[config.mk]
export PLATFORM = sky130hd
export DESIGN_NAME = axi_lite_reg_slave
export DESIGN_NICKNAME = d
export VERILOG_FILES = /design/src/rtl/axi_lite_reg_slave.sv
export SDC_FILE = /design/constraint.sdc
export NUM_CORES = 1
export LEC_CHECK = 0
export CELL_PAD_IN_SITES_DETAIL_PLACEMENT = 0
export CELL_PAD_IN_SITES_GLOBAL_PLACEMENT = 1
export CORE_MARGIN = 1
export CORE_UTILIZATION = 40
export CTS_BUF_LIST = sky130_fd_sc_hd__clkbuf_4 sky130_fd_sc_hd__clkbuf_8 sky130_fd_sc_hd__clkbuf_16
export CTS_CLUSTER_DIAMETER = 120
export DETAILED_ROUTE_END_ITERATION = 12
export GPL_TIMING_DRIVEN = 0
export HOLD_SLACK_MARGIN = 0.08
export PLACE_DENSITY_LB_ADDON = 0.1
export SLEW_MARGIN = 20
export SYNTH_ARGS = -nofsm -noshare
export SYNTH_HDL_FRONTEND = slang
export SYNTH_SLANG_ARGS = --single-unit
[constraint.sdc]
create_clock -name aclk -period 2.6 [get_ports aclk]
set_clock_uncertainty 0.1 [all_clocks]
set_input_delay 0.65 -clock aclk [delete_from_list [all_inputs] [get_ports aclk]]
set_output_delay 0.65 -clock aclk [all_outputs]
set_load 0.01 [all_outputs]
[src/rtl/axi_lite_reg_slave.sv]
// AXI4-Lite bank of NUM_REGS registers; out-of-range accesses end in SLVERR. `AXIL_SLV_PROT_CHECK_EN adds SLVERR on prot[0]=0.
// Write: AW/W captured independently, commit one edge after both are held. Read: data one edge after AR. Responses hold until accepted.
module axi_lite_reg_slave #(
    parameter int                    ADDR_WIDTH = 32,
    parameter int                    DATA_WIDTH = 32,
    parameter int                    NUM_REGS   = 16,
    parameter logic [DATA_WIDTH-1:0] RESET_VAL  = '0
) (
    input  logic                           aclk,
    input  logic                           aresetn,
    input  logic [ADDR_WIDTH-1:0]          awaddr,
    input  logic [2:0]                     awprot,
    input  logic                           awvalid,
    output logic                           awready,
    input  logic [DATA_WIDTH-1:0]          wdata,
    input  logic [DATA_WIDTH/8-1:0]        wstrb,
    input  logic                           wvalid,
    output logic                           wready,
    output logic [1:0]                     bresp,
    output logic                           bvalid,
    input  logic                           bready,
    input  logic [ADDR_WIDTH-1:0]          araddr,
    input  logic [2:0]                     arprot,
    input  logic                           arvalid,
    output logic                           arready,
    output logic [DATA_WIDTH-1:0]          rdata,
    output logic [1:0]                     rresp,
    output logic                           rvalid,
    input  logic                           rready,
    output logic [NUM_REGS*DATA_WIDTH-1:0] reg_q,
    output logic [NUM_REGS-1:0]            wr_pulse
);

    localparam int               STRB_W     = DATA_WIDTH / 8;
    localparam int               IDX_LSB    = $clog2(STRB_W);
    localparam int               IDX_W      = ADDR_WIDTH - IDX_LSB;
    localparam logic [IDX_W-1:0] NREGS_IDX  = IDX_W'(NUM_REGS);
    localparam logic [1:0]       RESP_OKAY  = 2'b00;
    localparam logic [1:0]       RESP_SLVERR = 2'b10;

    typedef enum logic {W_IDLE, W_RESP} w_state_e;
    typedef enum logic {R_IDLE, R_DATA} r_state_e;

    w_state_e                         w_state_q, w_state_d;
    r_state_e                         r_state_q, r_state_d;
    logic                             aw_full_q, aw_full_d;
    logic [IDX_W-1:0]                 aw_idx_q, aw_idx_d;
    logic                             aw_priv_q, aw_priv_d;
    logic                             w_full_q, w_full_d;
    logic [DATA_WIDTH-1:0]            w_data_q, w_data_d;
    logic [STRB_W-1:0]                w_strb_q, w_strb_d;
    logic                             awready_q, awready_d;
    logic                             wready_q, wready_d;
    logic                             bvalid_q, bvalid_d;
    logic [1:0]                       bresp_q, bresp_d;
    logic [NUM_REGS*DATA_WIDTH-1:0]   regs_q, regs_d;
    logic [NUM_REGS-1:0]              wr_pulse_q, wr_pulse_d;
    logic                             arready_q, arready_d;
    logic                             rvalid_q, rvalid_d;
    logic [1:0]                       rresp_q, rresp_d;
    logic [DATA_WIDTH-1:0]            rdata_q, rdata_d;

    logic                  aw_hs, w_hs, b_hs, ar_hs, r_hs, commit;
    logic                  w_ok, r_ok;
    logic [IDX_W-1:0]      ar_idx;
    logic [DATA_WIDTH-1:0] rd_sel;
    logic                  unused_bits;

    assign aw_hs  = awvalid & awready_q;
    assign w_hs   = wvalid & wready_q;
    assign b_hs   = bvalid_q & bready;
    assign ar_hs  = arvalid & arready_q;
    assign r_hs   = rvalid_q & rready;
    assign commit = (w_state_q == W_IDLE) & aw_full_q & w_full_q;
    assign ar_idx = araddr[ADDR_WIDTH-1:IDX_LSB];

`ifdef AXIL_SLV_PROT_CHECK_EN
    assign w_ok = (aw_idx_q < NREGS_IDX) & aw_priv_q;
    assign r_ok = (ar_idx < NREGS_IDX) & arprot[0];
`else
    assign w_ok = (aw_idx_q < NREGS_IDX);
    assign r_ok = (ar_idx < NREGS_IDX);
`endif

    assign unused_bits = ^{awprot, arprot, aw_priv_q, awaddr[IDX_LSB-1:0], araddr[IDX_LSB-1:0]};

    always_ff @(posedge aclk or negedge aresetn) begin
        if (!aresetn) begin
            w_state_q  <= W_IDLE;
            r_state_q  <= R_IDLE;
            aw_full_q  <= 1'b0;
            aw_idx_q   <= '0;
            aw_priv_q  <= 1'b0;
            w_full_q   <= 1'b0;
            w_data_q   <= '0;
            w_strb_q   <= '0;
            awready_q  <= 1'b0;
            wready_q   <= 1'b0;
            bvalid_q   <= 1'b0;
            bresp_q    <= RESP_OKAY;
            regs_q     <= {NUM_REGS{RESET_VAL}};
            wr_pulse_q <= '0;
            arready_q  <= 1'b0;
            rvalid_q   <= 1'b0;
            rresp_q    <= RESP_OKAY;
            rdata_q    <= '0;
        end else begin
            w_state_q  <= w_state_d;
            r_state_q  <= r_state_d;
            aw_full_q  <= aw_full_d;
            aw_idx_q   <= aw_idx_d;
            aw_priv_q  <= aw_priv_d;
            w_full_q   <= w_full_d;
            w_data_q   <= w_data_d;
            w_strb_q   <= w_strb_d;
            awready_q  <= awready_d;
            wready_q   <= wready_d;
            bvalid_q   <= bvalid_d;
            bresp_q    <= bresp_d;
            regs_q     <= regs_d;
            wr_pulse_q <= wr_pulse_d;
            arready_q  <= arready_d;
            rvalid_q   <= rvalid_d;
            rresp_q    <= rresp_d;
            rdata_q    <= rdata_d;
        end
    end

    always_comb begin
        w_state_d = w_state_q;
        case (w_state_q)
            W_IDLE:  if (commit) w_state_d = W_RESP;
            W_RESP:  if (b_hs)   w_state_d = W_IDLE;
            default: w_state_d = W_IDLE;
        endcase
    end

    always_comb begin
        r_state_d = r_state_q;
        case (r_state_q)
            R_IDLE:  if (ar_hs) r_state_d = R_DATA;
            R_DATA:  if (r_hs)  r_state_d = R_IDLE;
            default: r_state_d = R_IDLE;
        endcase
    end

    // Readies are computed from next state so they are registered yet still drop the edge a holder fills.
    always_comb begin
        aw_full_d  = aw_full_q;
        aw_idx_d   = aw_idx_q;
        aw_priv_d  = aw_priv_q;
        w_full_d   = w_full_q;
        w_data_d   = w_data_q;
        w_strb_d   = w_strb_q;
        bresp_d    = bresp_q;
        regs_d     = regs_q;
        wr_pulse_d = '0;
        if (aw_hs) begin
            aw_full_d = 1'b1;
            aw_idx_d  = awaddr[ADDR_WIDTH-1:IDX_LSB];
            aw_priv_d = awprot[0];
        end
        if (w_hs) begin
            w_full_d = 1'b1;
            w_data_d = wdata;
            w_strb_d = wstrb;
        end
        if (commit) begin
            aw_full_d = 1'b0;
            w_full_d  = 1'b0;
            bresp_d   = w_ok ? RESP_OKAY : RESP_SLVERR;
            for (int i = 0; i < NUM_REGS; i++) begin
                if (w_ok && (aw_idx_q == IDX_W'(i))) begin
                    wr_pulse_d[i] = 1'b1;
                    for (int k = 0; k < STRB_W; k++) begin
                        if (w_strb_q[k]) regs_d[i*DATA_WIDTH + k*8 +: 8] = w_data_q[k*8 +: 8];
                    end
                end
            end
        end
        bvalid_d  = (w_state_d == W_RESP);
        awready_d = (w_state_d == W_IDLE) & ~aw_full_d;
        wready_d  = (w_state_d == W_IDLE) & ~w_full_d;
    end

    always_comb begin
        rd_sel = '0;
        for (int i = 0; i < NUM_REGS; i++) begin
            if (ar_idx == IDX_W'(i)) rd_sel = regs_q[i*DATA_WIDTH +: DATA_WIDTH];
        end
    end

    always_comb begin
        rdata_d = rdata_q;
        rresp_d = rresp_q;
        if (ar_hs) begin
            rdata_d = r_ok ? rd_sel : '0;
            rresp_d = r_ok ? RESP_OKAY : RESP_SLVERR;
        end
        rvalid_d  = (r_state_d == R_DATA);
        arready_d = (r_state_d == R_IDLE);
    end

    assign awready  = awready_q;
    assign wready   = wready_q;
    assign bvalid   = bvalid_q;
    assign bresp    = bresp_q;
    assign arready  = arready_q;
    assign rvalid   = rvalid_q;
    assign rresp    = rresp_q;
    assign rdata    = rdata_q;
    assign reg_q    = regs_q;
    assign wr_pulse = wr_pulse_q;

endmodule

After elaboration in Yosys (flattened, before gate mapping). Index checks and enable logic that the tools add are counted.

Bits in registers: 637. Bits of input ports: 113. Output and inout bits: 569. Word-level logic and storage cells: 253.

Magnitude comparators: 2. Equality and inequality tests: 30. Muxes and demuxes: 46. Bitwise operators: 15. Reductions and logical operators: 82.

Operator list (number): 32-bit two-way mux (17); 30-bit by 4-bit equality test with 1-bit output, second input constant (16); 30-bit by 3-bit equality test with 1-bit output, second input constant (8); 3-bit AND reduction (64); 30-bit by 2-bit equality test with 1-bit output, second input constant (4); 30-bit by 1-bit equality test with 1-bit output, second input constant (2); 30-bit zero test (2); 30-bit by 5-bit < comparator with 1-bit output, second input constant (2); 1-bit two-way mux (24); 1-bit logical AND (16); 16-bit two-way mux (1); 1-bit AND (9); 1-bit NOT (6); 2-bit two-way mux (2); 1-bit case mux with 2 select lines (2).

Logic depth before layout (Yosys ltp). Gate-level depths: netlist of the first run.

Word-level depth: 18. Depth in mapped cells: 11. Gate-level depth less buffers: 7.

Worst setup path after synthesis of the first run. No wires, ideal clock.

Path kind: input port to flip-flop. Start point: input araddr[25]. End point: register rdata_q[25] (netlist: rdata[25]). Library setup time: 0.066 ns. Arrival: 2.500 ns. Setup slack: -0.066 ns. Cell stages on the path: 9. Path buffers: 2. Cells stage by stage: nor4_2 > nand4_4 > buf_2 > nor4_4 > buf_2 > a21oi_1 > nor3_1 > a21oi_1 > nand2_1.

Cells in the longest elaborated chain, start to end: 18. Elaborated cells on any way between the ends: 34. Those cells by class: order compare: 1; eq/ne: 15; mux: 17; reduce/logical: 1.

Ends and longest elaborated chain: from (decl) (RTL line 22) `input logic [ADDR_WIDTH-1:0] araddr,`; 30-bit zero test (RTL line 189) `if (ar_idx == IDX_W'(i)) rd_sel = regs_q[i*DATA_WIDTH +: DATA_WIDTH];`; 32-bit two-way mux (16 in a row) (RTL line 189); 32-bit two-way mux * (RTL line 197) `rdata_d = r_ok ? rd_sel : '0;`; to (signal assigned) (RTL line 125) `rdata_q <= rdata_d;`; to (decl) (RTL line 61) `logic [DATA_WIDTH-1:0] rdata_q, rdata_d;`.

Mark *: on every way between the ends. The rest lies on a longest branch, timed or not. A chain may end at the register's enable or synchronous reset.

Worst setup path in the final report of the first run.
Start point: register aw_idx_q[20]. End point: register regs_q[273] (netlist: reg_q[273]).

Cells in the longest elaborated chain, start to end: 3. Elaborated cells on any way between the ends: 4. Those cells by class: order compare: 1; eq/ne: 1; reduce/logical: 2.

Ends and longest elaborated chain: from (decl) (RTL line 47) `logic [IDX_W-1:0] aw_idx_q, aw_idx_d;`; from (signal assigned) (RTL line 111) `aw_idx_q <= aw_idx_d;`; 30-bit by 5-bit < comparator with 1-bit output or 30-bit by 4-bit equality test with 1-bit output (tied branches) (RTL line 81, 173); 1-bit logical AND * (RTL line 173) `if (w_ok && (aw_idx_q == IDX_W'(i))) begin`; 3-bit AND reduction (no source line) *; to (signal assigned) (RTL line 101) `regs_q <= {NUM_REGS{RESET_VAL}};`; to (signal assigned) (RTL line 120) `regs_q <= regs_d;`; to (decl) (RTL line 56) `logic [NUM_REGS*DATA_WIDTH-1:0] regs_q, regs_d;`.

Marks and branches as above.

==> run metrics, run 1 <==
met1 usage=47.8%; M3 GR Usage=between 10% and 20%; Antenna Nets Post-Route=0; Starting Density=40.5%; synth unique cells=75; Syn-to-layout area delta=47.1%; Hold Crit Class=input port to async pin; I/O Pins=682; Fmax achieved=between 0.3 and 0.4 GHz; IR drop worst, VDD=794 uV; drt total wl=~140,000 um; Slew Limit Fails=0; drt wl/cell=between 30 and 40 um; Sequential Power Share=roughly 45%; CTS buffer count=72; power per cell area=620 nW/um2; GRT Overall Usage=39.7%; internal power=17,800 uW; Synth async-reset ratio=100%; TritonCTS clock tree=done; core area=roughly 70,000 um2; #FFs+latches synth=~640; Worst Hold Slack=-0.0523 ns; Crit Path Max Fanout=8; Critical Path RT=approximately 3.0 ns; Final Net Count=approximately 3,200; Leakage=approximately 0.019 uW; final setup fails=140; Die Width=268 um; worst rel slew slack=29.3%; DP Wirelength=approximately 110,000 um; period utilisation layout=104%; Gate Count Post-Synth=2,234; status=complete, but fails checks; GRT Max-Usage Layer=met2; post-route cell area=41,800 um2; M2 GR Usage=63.9%; CP endpoint kind=register; crit start category=register; row count=97; Sum Neg Setup Slack=-6.05 ns; failing checks=negative hold slack, negative setup slack; DIE AREA=72,000 um2; R2R depth=8; layout cell share with drive strength beyond 1=36.0%; Max H-tree Level=3; unrepaired setup endpoints after global routing=true; worst-skew pair later-pin latency=0.63 ns; WP data arrival=3.10 ns; DR vias=24,900; pre-CTS setup slack=-2.37 ns; Switching Fraction=31.4%; Post-Syn Area per Cell=about 13 um2; Tmin final=between 2 and 3 ns; final hold vios=39; Slew @ Worst Pin=approximately 1.1 ns; post-layout util=slightly below 60%; Post-synth EDFFs=0; I/O Buffers=667; P_sw=8130 uW; DRC Markers=0; Setup WS post-layout=-0.109 ns; Clk pwr share=40.0%; first-pass GRT wire length=197,000 um; Overflow after GRT=0; dpl cell area=around 37,000 um2; Clock Root Buffer=clkbuf_16; Synth Cell Area=28,400 um2; clk sink count=635; most frequent cells in the layout=clkdlybuf4s50_1 (638), dfrtp_1 (635), mux2_2 (568), nor2_1 (87), a21oi_1 (87); vias in the first global route=25,300; Max-cap violations=0; Seq/Total Area, Yosys=56.0%; Via density=between 6 and 7; initial antenna violation count=7; DIE HEIGHT=268 um; combinational share of power=15.4%; most common cell after layout, fill and taps aside=clkdlybuf4s50_1; Most used DFF post-synth=dfrtp_1; RD Place Congestion=0.943; Yosys warning count=0; Detailed Route Iter0 Violations=2,345; clock-pin slew on the worst setup and hold paths=0.06 ns; Initial DRT Pass Iterations=7; CP Class=register to register; largest net degree at the start of global routing=102; clk buf depth=3
## state kept, by name, summed over array words and instances, names as in the netlist, 4 cells and up
register and count:
wr_pulse 16, aw_idx_q 30, w_strb_q 4, w_data_q 32
rdata 32, reg_q 512
## power by group through the flow
stage / clock [uW] / combinational [uW] / sequential [uW]
global route: 10800 / 4180 / 11600
CTS: 10400 / 3780 / 11500
detailed placement: 0 / 3370 / 11700
finish: 10400 / 3990 / 11500
floorplan: 0 / 1810 / 11100
global placement: 0 / 3240 / 11700
## routing by layer
layer  share of wire, %  vias up
li1                   -    10000
met1                 37    13100
met2                 47     1399
met3                 10      358
met4                6.0        2
met5             0.0090        -
## worst max-delay path, stage by stage, from the launching register on
cell,delay [ns]
dfrtp_1,0.40
nor4_4,0.31
nand4_1,0.14
buf_6,0.16
or4_4,0.58
nor2_4,0.16
buf_12,0.17
nand2_2,0.18
mux2_2,0.34
## path summary, 6_finish.rpt
check                                   from  slack [ns]      endpoint
max in group asynchronous            aresetn        0.55  aw_idx_q[11]
min in group aclk                  aw_full_q        0.37       awready
worst max register to register  aw_idx_q[20]       -0.11    reg_q[273]
worst max-delay path            aw_idx_q[20]       -0.11    reg_q[273]
worst min register to register     aw_full_q        0.37       awready
worst min-delay path                 aresetn       -0.05     reg_q[78]
## per-stage QoR
stage,cells,total power (uW)
finish,4079,25900
global route,4079,26600
CTS,4054,25700
detailed placement,3854,15000
global placement,3842,14900
floorplan,2235,12900
## final cells by class
type | count | area [um2]
fill | 5853 | 28400
sequential | 635 | 15900
multi-input combinational | 1449 | 13300
timing repair buffer | 782 | 7930
clock buffer | 110 | 2210
tap | 940 | 1180
buffer | 133 | 1010
clock inverter | 18 | 189
inverter | 11 | 48.8
antenna | 1 | 2.50
## repair_timing
item	CTS	global route
cloned	3	0
pin swaps	56	38
endpoints found under the setup margin	546	530
buffers inserted	76	24
hold endpoints to repair	92	92
resized for setup	429	124
## cells in the mapped netlist, types with 20 or more instances
| master | count | area (um2) |
|---|---|---|
| dfrtp_1 | 635 | 15900 |
| mux2_2 | 583 | 6570 |
| nand2_1 | 139 | 522 |
| nor2_1 | 106 | 398 |
| clkbuf_1 | 103 | 387 |
| a21oi_1 | 93 | 465 |
| o21ai_0 | 68 | 340 |
| nor3_1 | 53 | 265 |
| a22oi_1 | 41 | 308 |
| buf_2 | 27 | 135 |
| mux2i_1 | 22 | 220 |
| o22ai_1 | 21 | 131 |
| nand3_1 | 20 | 100 |
## cells by family after synthesis
kind of cell / count (synthesis) / share of synthesized area, %
other: 1 / 0.0132
and+or+nand+nor: 438 / 7.90
muxes: 614 / 24.5
buffers and inverters: 151 / 2.15
AOI/OAI and AO/OA: 395 / 9.48
DFF: 635 / 56.0
(Power assumes the default switching activity.)
==> run 2: changes to the inputs <==
Settings changed: RECOVER_POWER from default to 100, SKIP_LAST_GASP from default to 1.
==> run 2 against run 1 <==
Effect of this change: the flow finishes with violations (negative setup slack); final cell count grew 0.15%; routed wire length grew 0.13%; clock power is essentially flat; cell area is essentially flat; first-iteration DRC count shrank 0.38%; sequential power is essentially flat; setup slack lost 0.0031 ns; via count grew 1.2%; utilization grew 0.053 points; die area is the same; combinational power is essentially flat; power is essentially flat; critical path type unchanged; critical endpoint is now reg_q[98]; largest power group unchanged.
==> run metrics, run 2 (synthesized netlist as in run 1, its figures left out) <==
status=complete, but fails checks; failing checks=negative setup slack; clk sink count=635 (unchanged); worst-skew pair later-pin latency=0.64 ns (about the same); cell breakdown of the critical path=clkbuf_1 > clkbuf_2 > nand2_2 > mux2_2; drt wl/cell=35.5 um (about the same); Leakage=0.0211 uW (+11%); DRC Markers=0 (unchanged); worst rel slew slack=3.26% (-26 points); RD Place Congestion=0.943 (unchanged); Switching Fraction=31.5% (+0.16 points); row count=97 (unchanged); power per cell area=620 nW/um2 (about the same); Detailed Route Iter0 Violations=2,336 (-0.38%); first-pass GRT wire length=197,000 um (-0.12%); DIE HEIGHT=268 um (unchanged); Via density=6.16 (+1.1%); DP Wirelength=110,000 um (unchanged); initial antenna violation count=10 (+3); Syn-to-layout area delta=47.2% (about the same); GRT Overall Usage=39.7% (about the same); core area=70,100 um2 (unchanged); vias in the first global route=25,200 (-0.37%); Max-cap violations=0 (unchanged); most common cell after layout, fill and taps aside=dfrtp_1; combinational share of power=15.3% (about the same); I/O Buffers=667 (unchanged); final setup fails=270 (+93%); Crit Path Max Fanout=10 (+2); Hold Crit Class=input port to async pin; final hold vios=0 (-100%); I/O Pins=682 (unchanged); Slew @ Worst Pin=1.45 ns (+0.390 ns); drt total wl=145,000 um (+0.13%); Total Power=25,900 uW (about the same); P_sw=8180 uW (+0.57%); Slew Limit Fails=0 (unchanged); slowest stage delay, CP=0.76 ns (+0.18 ns); most frequent cells in the layout=dfrtp_1 (635), mux2_2 (558), dlygate4sd3_1 (556), nor2_1 (88), a21oi_1 (88); unrepaired setup endpoints after global routing=true; CTS buffer count=72 (unchanged); Critical Path RT=3.01 ns (+0.02 ns); Tmin final=2.71 ns (+0.00315 ns); Final Net Count=3,199 (+0.063%); Die Width=268 um (unchanged); Sequential Power Share=44.7% (+0.2 points); DR vias=25,200 (+1.2%); Sum Neg Setup Slack=-11.30 ns (-5.25 ns); R2R depth=4 (-4); Clk pwr share=40.0% (about the same); largest net degree at the start of global routing=102 (unchanged); Overflow after GRT=0 (unchanged); Starting Density=40.5% (unchanged); internal power=17,700 uW (-0.18%); TritonCTS clock tree=done; max FFs per register=512 (unchanged); Fmax achieved=0.369 GHz (-0.12%); clock-pin slew on the worst setup and hold paths=0.06 ns (about the same); crit start category=register; Antenna Nets Post-Route=0 (unchanged); IR drop worst, VDD=790 uV (-0.56%); Setup WS post-layout=-0.112 ns (-0.00315 ns); WP data arrival=3.12 ns (+0.02 ns); period utilisation layout=104% (+0.12 points); CP endpoint kind=register; clk buf depth=3 (unchanged); CP Class=register to register; Initial DRT Pass Iterations=8 (+1); slowest library cell on the worst path=clkbuf_2; layout cell share with drive strength beyond 1=35.8% (-0.25 points); DIE AREA=72,000 um2 (unchanged); Max H-tree Level=3 (unchanged); Clock Root Buffer=clkbuf_16
==> run 2: changes by cell type in the layout (fill, tap and decap cells not counted), moves of 3 or more <==
cell             delta
mux2_2             -10
mux2_4              +8
clkbuf_2            +5
clkdlybuf4s50_1   -556
clkbuf_8            -3
nand2_4             +4
nand2_8             +6
dlygate4sd3_1     +556
buf_16              -3
clkbuf_1            +6
buf_1               -3
nand2_2            -10
diode_2             +4
==> run 2: worst paths after layout <==
kind | slack, ns | endpoint | start
max in group asynchronous | 0.17 | reg_q[435] | aresetn
min in group aclk | 0.37 | awready | aw_full_q
worst min register to register | 0.37 | awready | aw_full_q
worst max-delay path | -0.11 | reg_q[98] | w_strb_q[0]
worst min-delay path | 0.06 | reg_q[46] | aresetn
worst max register to register | -0.11 | reg_q[98] | w_strb_q[0]
==> run 2: layer usage <==
layer	part of all wire [%]	wire length (um)	GRT usage (%)	vias up
met5	0	0	0	-
met4	6.3	9100	20.6	0
met3	10	14800	11.8	391
met2	47	67800	63.9	1493
met1	37	53500	48.1	13200
li1	-	-	-	10100
==> run 2: cell type report <==
class | instances | area (um2)
clock buffers | 110 | 2210
well taps | 940 | 1180
clock inverters | 18 | 189
fillers | 5844 | 28300
flip-flops and latches | 635 | 15900
diodes | 5 | 12.5
inverters | 11 | 48.8
repair buffers | 785 | 7890
multi-input cells | 1449 | 13400
plain buffers | 132 | 961
==> run 2: power by group through the flow <==
stage	Sequential (uW)	Combinational, uW	Clock, uW
2_1_floorplan	11100	1810	0
3_3_place_gp	11700	3240	0
3_5_place_dp	11700	3370	0
4_1_cts	11500	3760	10400
5_1_grt	11600	4140	10800
6_report	11600	3960	10400
==> run 2: repair_timing <==
item / 4_1_cts / 5_1_grt
cloned: 3 / 0
endpoints found under the hold margin: 92 / 92
setup buffers: 76 / 27
endpoints found under the setup margin: 546 / 538
pin swaps: 56 / 31
resized for setup: 420 / 152
==> run 2: through the flow <==
step	hold WS [ns]	std cells	utilization, %	instance area [um2]	worst slack (ns)
floorplan	0.254	2235	-	28500	0.000389
global placement	0.343	3842	51.8	36300	-27.48
detailed placement	0.353	3854	52.2	36600	-2.37
CTS	-0.0365	4054	58.7	41200	-0.107
global route	0.109	4083	59.6	41800	-0.186
finish	0.0630	4085	59.6	41800	-0.112
==> run 2: critical path, delay by kind of cell, from the launching register on <==
kind	cells	cell delay, ns
AND/OR/NAND/NOR	1	0.35
flip-flops	1	0.32
buffers and inverters	2	1.43
multiplexers	1	0.36
